### src/rtl/pc_pkg.sv
// Shared definitions for the program-counter unit: opcode encoding and pointer sizing.
package pc_pkg;

  localparam int unsigned OP_W = 3;

  typedef enum logic [OP_W-1:0] {
    OP_HOLD   = 3'd0,
    OP_INC    = 3'd1,
    OP_LOAD   = 3'd2,
    OP_BRANCH = 3'd3,
    OP_CALL   = 3'd4,
    OP_RET    = 3'd5,
    OP_RSV6   = 3'd6,
    OP_RSV7   = 3'd7
  } pc_op_e;

  function automatic int unsigned clog2(input int unsigned v);
    int unsigned r;
    r = 0;
    while ((64'd1 << r) < 64'(v)) r = r + 1;
    return r;
  endfunction

endpackage

### src/rtl/pc_ras.sv
// Circular return-address stack; a push when full overwrites the oldest entry.
module pc_ras
  import pc_pkg::*;
#(
  parameter int unsigned W     = 32,
  parameter int unsigned DEPTH = 4
) (
  input  logic         clk,
  input  logic         clr,
  input  logic         push,
  input  logic         pop,
  input  logic [W-1:0] wdata,
  output logic [W-1:0] rdata_c,
  output logic         full_c,
  output logic         empty_c,
  output logic         ovf_c,
  output logic         unf_c
);

  localparam int unsigned PTR_W = clog2(DEPTH);
  localparam int unsigned CNT_W = PTR_W + 1;

  logic [PTR_W-1:0] sp;
  logic [CNT_W-1:0] count;
  logic [W-1:0]     mem [DEPTH];

  assign full_c  = (count == CNT_W'(DEPTH));
  assign empty_c = (count == '0);
  assign ovf_c   = push & full_c;
  assign unf_c   = pop & empty_c;
  assign rdata_c = mem[sp - PTR_W'(1)];

  // Pointer and occupancy; a pop on an empty stack leaves both untouched
  always_ff @(posedge clk or negedge clr) begin
    if (!clr) begin
      sp    <= '0;
      count <= '0;
    end else if (push) begin
      sp <= sp + PTR_W'(1);
      if (!full_c) count <= count + CNT_W'(1);
    end else if (pop && !empty_c) begin
      sp    <= sp - PTR_W'(1);
      count <= count - CNT_W'(1);
    end
  end

  // Storage is not reset; it is never observed while empty
  always_ff @(posedge clk) begin
    if (push) mem[sp] <= wdata;
  end

endmodule

### src/rtl/pc_unit.sv
// Program counter with opcode-driven next-PC mux and integrated return-address stack.
// Optional macro PC_PREV_EN adds prev_q, the value q held before its latest change.
module pc_unit
  import pc_pkg::*;
#(
  parameter int unsigned    W         = 32,
  parameter logic [W-1:0]   RESET_VEC = '0,
  parameter logic [W-1:0]   STEP      = W'(1),
  parameter int unsigned    DEPTH     = 4
) (
  input  logic            clk,
  input  logic            clr,
  input  logic            en,
  input  logic [OP_W-1:0] op,
  input  logic [W-1:0]    d,
  input  logic            clr_err,
  output logic [W-1:0]    q,
  output logic            stk_full,
  output logic            stk_empty,
`ifdef PC_PREV_EN
  output logic [W-1:0]    prev_q,
`endif
  output logic            stk_err
);

  logic [W-1:0] q_nxt;
  logic         err_nxt;
  logic         ras_push;
  logic         ras_pop;
  logic [W-1:0] ras_rdata;
  logic [W-1:0] ret_addr;
  logic         ras_ovf;
  logic         ras_unf;
  pc_op_e       op_e;

  assign op_e     = pc_op_e'(op);
  assign ret_addr = q + STEP;

  pc_ras #(
    .W     (W),
    .DEPTH (DEPTH)
  ) u_ras (
    .clk     (clk),
    .clr     (clr),
    .push    (ras_push),
    .pop     (ras_pop),
    .wdata   (ret_addr),
    .rdata_c (ras_rdata),
    .full_c  (stk_full),
    .empty_c (stk_empty),
    .ovf_c   (ras_ovf),
    .unf_c   (ras_unf)
  );

  // Next-PC mux and stack requests; everything holds while en is low
  always_comb begin
    q_nxt    = q;
    ras_push = 1'b0;
    ras_pop  = 1'b0;
    if (en) begin
      case (op_e)
        OP_INC:    q_nxt = ret_addr;
        OP_LOAD:   q_nxt = d;
        OP_BRANCH: q_nxt = ret_addr + d;
        OP_CALL: begin
          ras_push = 1'b1;
          q_nxt    = d;
        end
        OP_RET: begin
          ras_pop = 1'b1;
          if (!stk_empty) q_nxt = ras_rdata;
        end
        default:   q_nxt = q;
      endcase
    end
  end

  // A new error takes priority over a same-cycle clear
  always_comb begin
    err_nxt = stk_err;
    if (clr_err)           err_nxt = 1'b0;
    if (ras_ovf | ras_unf) err_nxt = 1'b1;
  end

  always_ff @(posedge clk or negedge clr) begin
    if (!clr) begin
      q       <= RESET_VEC;
      stk_err <= 1'b0;
    end else begin
      q       <= q_nxt;
      stk_err <= err_nxt;
    end
  end

`ifdef PC_PREV_EN
  always_ff @(posedge clk or negedge clr) begin
    if (!clr)               prev_q <= RESET_VEC;
    else if (q_nxt != q)    prev_q <= q;
  end
`endif

endmodule

### config.mk
export PLATFORM = sky130hd
export DESIGN_NAME = pc_unit
export DESIGN_NICKNAME = d
export VERILOG_FILES = /design/src/rtl/pc_pkg.sv /design/src/rtl/pc_ras.sv /design/src/rtl/pc_unit.sv
export SDC_FILE = /design/constraint.sdc
export NUM_CORES = 1
export LEC_CHECK = 0
export BUFFER_PORTS_ARGS = -buffer_cell sky130_fd_sc_hd__buf_2
export CAP_MARGIN = 20
export CORE_MARGIN = 2
export CORE_UTILIZATION = 53
export DETAILED_ROUTE_END_ITERATION = 8
export PLACE_DENSITY = 0.7
export SLEW_MARGIN = 20
export SYNTH_ARGS = -nofsm -noshare
export SYNTH_HDL_FRONTEND = slang
export SYNTH_HIERARCHICAL = 1
export SYNTH_SLANG_ARGS = --single-unit
### constraint.sdc
create_clock -name clk -period 5.1 [get_ports clk]
set_clock_uncertainty 0.2 [all_clocks]
set_input_delay 0.765 -clock clk [delete_from_list [all_inputs] [get_ports clk]]
set_output_delay 0.765 -clock clk [all_outputs]
set_load 0.01 [all_outputs]
* Word-level counts from Yosys, hierarchy flattened
Memories as Yosys holds them, arrays and structs flattened.
Index checks and enable logic that the tools add are counted.
** Storage, ports and cells
- Register bits :: 38
- RAM bits :: 128
- Memories kept :: 1
- Output and inout port bits :: 35
** Operators by class
- $add $sub $neg :: 6
- Bitwise gates (word level) :: 3
- Reductions and logical operators :: 9
- Muxes and demuxes :: 15
- Equal/unequal tests :: 8
** Memory list
- u_ras.mem :: depth 4, bits a word 32, read ports 1, clocked after memory_dff 0, wr ports 1, line pc_ras.sv:25 : logic [W-1:0] mem [DEPTH];
** Operator list (number)
- $pmux W32 S4 :: 1
- $add A32 B1 Y32 const B :: 1
- $add A32 B32 Y32 :: 1
- $mux W32 :: 1
- $eq A3 B3 Y1 const B :: 3
- $mux W3 :: 3
- $mux W1 :: 8
- $eq A3 B2 Y1 const B :: 2
- $mux W2 :: 2
- $ne A2 B2 Y1 const B :: 2
- $reduce_bool A2 Y1 :: 2
- $reduce_bool A4 Y1 :: 1
- $add A3 B1 Y3 const B :: 1
- $eq A3 B1 Y1 const B :: 1
- $logic_not A3 Y1 :: 1
- $reduce_and A3 Y1 :: 1
- $sub A3 B1 Y3 const B :: 1
- $add A2 B1 Y2 const B :: 1
- $and A1 B1 Y1 :: 2
- $reduce_and A2 Y1 :: 1
- $reduce_or A2 Y1 :: 1
- $sub A2 B1 Y2 const B :: 1
- $logic_and A1 B1 Y1 :: 1
- $logic_not A1 Y1 :: 1
- $or A1 B1 Y1 :: 1

* Depth between registers and ports, before layout
- Depth after elaboration :: 6
- Mapped depth :: 17
- Depth with buffers taken out :: 15

* Hierarchy
Netlist, hierarchy kept.
** Modules (own cells, without submodules)
- pc_ras :: times used 1, sequential area each 3968.8 µm², cells an instance 215, area an instance 5052.3 µm²
- pc_unit :: times used 1, sequential area each 825.8 µm², cells an instance 678, area an instance 4914.7 µm²

* Least setup slack after synthesis
Ideal clock, no wire load.
- Path kind :: reg-to-reg
- From :: register q[7]
- To :: register q[29]
- Setup slack :: 1.055 ns
- Cell stages (with the launch flop) :: 17
- Arrival :: 3.778 ns
- Data required time :: 4.833 ns
- Period minus slack after synthesis :: 4.045 ns
- Library setup time :: 0.067 ns
- Cell sequence :: dfrtp_1 buf_2 nand4_2 nor3_1 and2_0 and3b_1 clkbuf_1 and3_1 xor2_1 ha_1 a21o_1 a21o_1 o31ai_1 a21oi_1 o22a_1 a2111oi_0 a311o_1
** On the way
- Cells in the longest elaborated chain, start to end :: 3
** RTL lines
- start, declared :: line pc_unit.sv:17 : output logic [W-1:0] q,
- start signal, assigned :: line pc_unit.sv:90 : q <= q_nxt;
- $add A32 B1 Y32 :: line pc_unit.sv:37 : assign ret_addr = q + STEP;
- named net ret_addr[21] :: line pc_unit.sv:31 : logic [W-1:0] ret_addr;
- $add A32 B32 Y32 :: line pc_unit.sv:64 : OP_BRANCH: q_nxt = ret_addr + d;
- $pmux W32 S4 :: line pc_unit.sv:61 : case (op_e)
The timed path passes the listed nets, and every way through them passes these cells.
A chain may end at the register's enable or synchronous reset.

* Final worst setup path
Same ends and word-level chain as after synthesis.

==> flow_summary_export.csv <==
group,metric,value,unit
clock_tree,clk_latency,440,ps
global_route,antenna_found_initial,0,
detailed_routing,dr.pass1.iters,6,
setup_path,worstRegToRegCells,15,
global_route,grt_pass1_vias,7571,
setup_path,critPathSlowestCell,"dfrtp_1",
synthesis,syn_avg_cell_area,11.2,um^2
synthesis,syn_inst,893,
synthesis,ys_warn_count,6,
power_and_ir_drop,peakVddDrop,0.307,mV
timing,worstMarginPinSlew,1010,ps
clock_tree,cts_setup_buffers,0,
timing,min_period_over_period,91.1,%
global_route,grt_max_degree,54,
global_route,grt_pass1_wl,43300,um
synthesis,synth_top_cell_by_area,"edfxtp_1",
synthesis,synth_cell_types,76,
detailed_routing,antenna_left,0,
synthesis,synthArstFlopShare,22.9,%
global_route,grt.overflow.total,0,
place,placed_cell_area,10500,um^2
synthesis,synth_top_area_share,38.6,%
setup_path,cp.required,5270,ps
die,die_area,19900,um^2
place,port-buffer-count,73,
finish,area_delta_synth_final,11.7,%
die,core-area,18600,um^2
place,gp_congestion,0.971,
finish,drive_gt1_share,17.7,%
synthesis,ys_top_cells_by_area,"edfxtp_1 39%, dfrtp_1 9.5%, mux4_2 7.2%",
setup_path,reg2reg_setup_slack,460,ps
synthesis,synth_common_cells,"128 x edfxtp_1, 88 x a21oi_1, 56 x nand2_1",
timing,slew_violations,0,
synthesis,netlist_area,9970,um^2
setup_path,path_class,"reg2reg",
finish,final_util,59.9,%
setup_path,end_kind,"flop",
synthesis,ys.flop_type,"edfxtp_1",
power_and_ir_drop,powerDensity,535,nW/um^2
detailed_routing,wl_met2,12500,um
setup_path,cp_max_fo,8,
die,rows,50,
clock_tree,htree_levels,4,
timing,finalHoldViolations,0,
timing,fin_crit,4640,ps
synthesis,yosysMostFrequentCell,"edfxtp_1",
detailed_routing,vias,7765,
clock_tree,cts_made_buffers,17,
global_route,gr-usage-all-layers,28.6,%
clock_tree,clockBufferDepth,2,
timing,clock.fmax,215,MHz
clock_tree,cts_root_buf,"clkbuf_16",
die,die_h,141,um
setup_path,max_stage_delay,490,ps
detailed_routing,top_layer,"met4",
synthesis,synth-seq-cells,166,
clock_tree,cts.repair.resized,0,
die,ioPinCount,74,
synthesis,ys_seq_area_share,48.1,%
worst_hold_path,hp-class,"in2async",
timing,slew_headroom,32.3,%
flow_run,max_cap_viol_count,0,
synthesis,synth_edf_count,128,
die,die_w,141,um
detailed_routing,drt-initial-drc-count,770,
detailed_routing,post-route-drc-count,0,
setup_path,worstReg2RegStart,"q[7]$_DFFE_PN0P_",
setup_path,cp_common_cell,"a21o_1",
setup_path,crit_family,"compound AO/OA/AOI/OAI gates",
synthesis,syn-num-nets,979,
finish,nets,1031,
clock_tree,cts_tree,"built",
finish,diodes,0,
timing,rsz0062_at_grt,"false",
place,hpwl,18600,um
die,start_util,53.6,%
finish,design_area,11100,um^2
timing,finalSetupTns,0,ps
setup_path,crit_path_start_kind,"flop",
clock_tree,cts_hold_buf,0,
clock_tree,cts.sinks,166,
status,status,"finished clean",
detailed_routing,wl_per_cell,23.1,um
clock_tree,path_clk_slew,60,ps
setup_path,critPathBufInv,0,
detailed_routing,drt-met1-wl,12000,um
setup_path,rr_endpoint,"q[29]$_DFFE_PN0P_",
power_and_ir_drop,leakage,4.23,nW
timing,setup_viol,0,
detailed_routing,viasPerCell,6.51,
detailed_routing,wl,27600,um
detailed_routing,wl_met3,2320,um
setup_path,cp.arrival,4820,ps
setup_path,path_cells,"nand4_2 > nor3_1 > and3_1 > and2_1 > nand2_1 > xnor2_1 > ha_1 > a21o_1 > a21o_1 > a21o_1 > o31ai_1 > a21oi_1 > o22a_1 > a2111oi_0 > a311o_1",
## worst register-to-register path, delay by kind of cell, from the launching register on
family / cells / cell delay, ps
xor+xnor: 1 / 470
compound gates: 8 / 1780
fa+ha+maj: 1 / 390
flops: 1 / 490
simple gates: 5 / 1250
## metal layers
metal | GRT usage (%) | vias up
met5 | 0 | -
met4 | 10.0 | 0
met3 | 5.88 | 58
met2 | 44.3 | 345
met1 | 40.7 | 3812
li1 | - | 3550
## layout by cell type (no fill, tap or decap), types with 23 or more instances in the layout
master | synthesis | layout
ha_1 | 45 | 44
nor2_1 | 55 | 53
edfxtp_1 | 128 | 128
xnor2_1 | 31 | 31
a21oi_1 | 88 | 88
inv_1 | 24 | 24
buf_2 | 7 | 73
nand3_1 | 29 | 29
o21ai_0 | 34 | 34
dfrtp_1 | 38 | 37
a211oi_1 | 23 | 23
nand2_1 | 56 | 56
mux4_2 | 32 | 32
## sequential cells by signal (all words and copies together) (netlist names)
signal and cells:
stk_err 1, u_ras/count 3, u_ras/sp 2, q 32, u_ras/mem 128
## kinds of logic after synthesis
| logic type | Yosys count | share of synthesized area [%] |
|---|---|---|
| adders and majority gates | 47 | 6.05 |
| DFF | 166 | 48.1 |
| buffers and inverters | 81 | 3.48 |
| and+or+nand+nor | 243 | 12.4 |
| xor gates and xnor gates | 51 | 4.62 |
| AOI/OAI and AO/OA | 268 | 17.6 |
| muxes | 37 | 7.73 |
## area by class of cell
type | count | area [um^2]
clock buffer | 20 | 437
clock inverter | 12 | 176
fill | 1519 | 7450
inverter | 27 | 101
multi-input combinational | 646 | 4860
sequential | 166 | 4800
tap | 234 | 293
timing repair buffer | 87 | 470
## per-stage QoR
| step | power (mW) | setup slack (ps) | std cells | hold slack [ps] |
|---|---|---|---|---|
| global placement | 4.53 | 803 | 1160 | 319 |
| global route | 6.31 | 137 | 1192 | 262 |
| CTS | 5.93 | 558 | 1192 | 234 |
| floorplan | 3.86 | 1060 | 893 | 269 |
| detailed placement | 4.57 | 588 | 1160 | 324 |
| finish | 5.95 | 455 | 1192 | 220 |
## worst max-delay path by stage
stage / from / endpoint / cells after the start
floorplan: q[7]$_DFFE_PN0P_ / q[29]$_DFFE_PN0P_ / 16
global placement: q[7]$_DFFE_PN0P_ / q[29]$_DFFE_PN0P_ / 15
detailed placement: q[7]$_DFFE_PN0P_ / q[29]$_DFFE_PN0P_ / 15
CTS: q[7]$_DFFE_PN0P_ / q[29]$_DFFE_PN0P_ / 15
global route: q[7]$_DFFE_PN0P_ / q[29]$_DFFE_PN0P_ / 15
finish: q[7]$_DFFE_PN0P_ / q[29]$_DFFE_PN0P_ / 15
## power by group
part	switching [mW]	internal [mW]
sequential	0.209	1.74
combinational	1.55	1.11
clock	0.531	0.819
No activity file was read; power rests on OpenSTA's default activity.
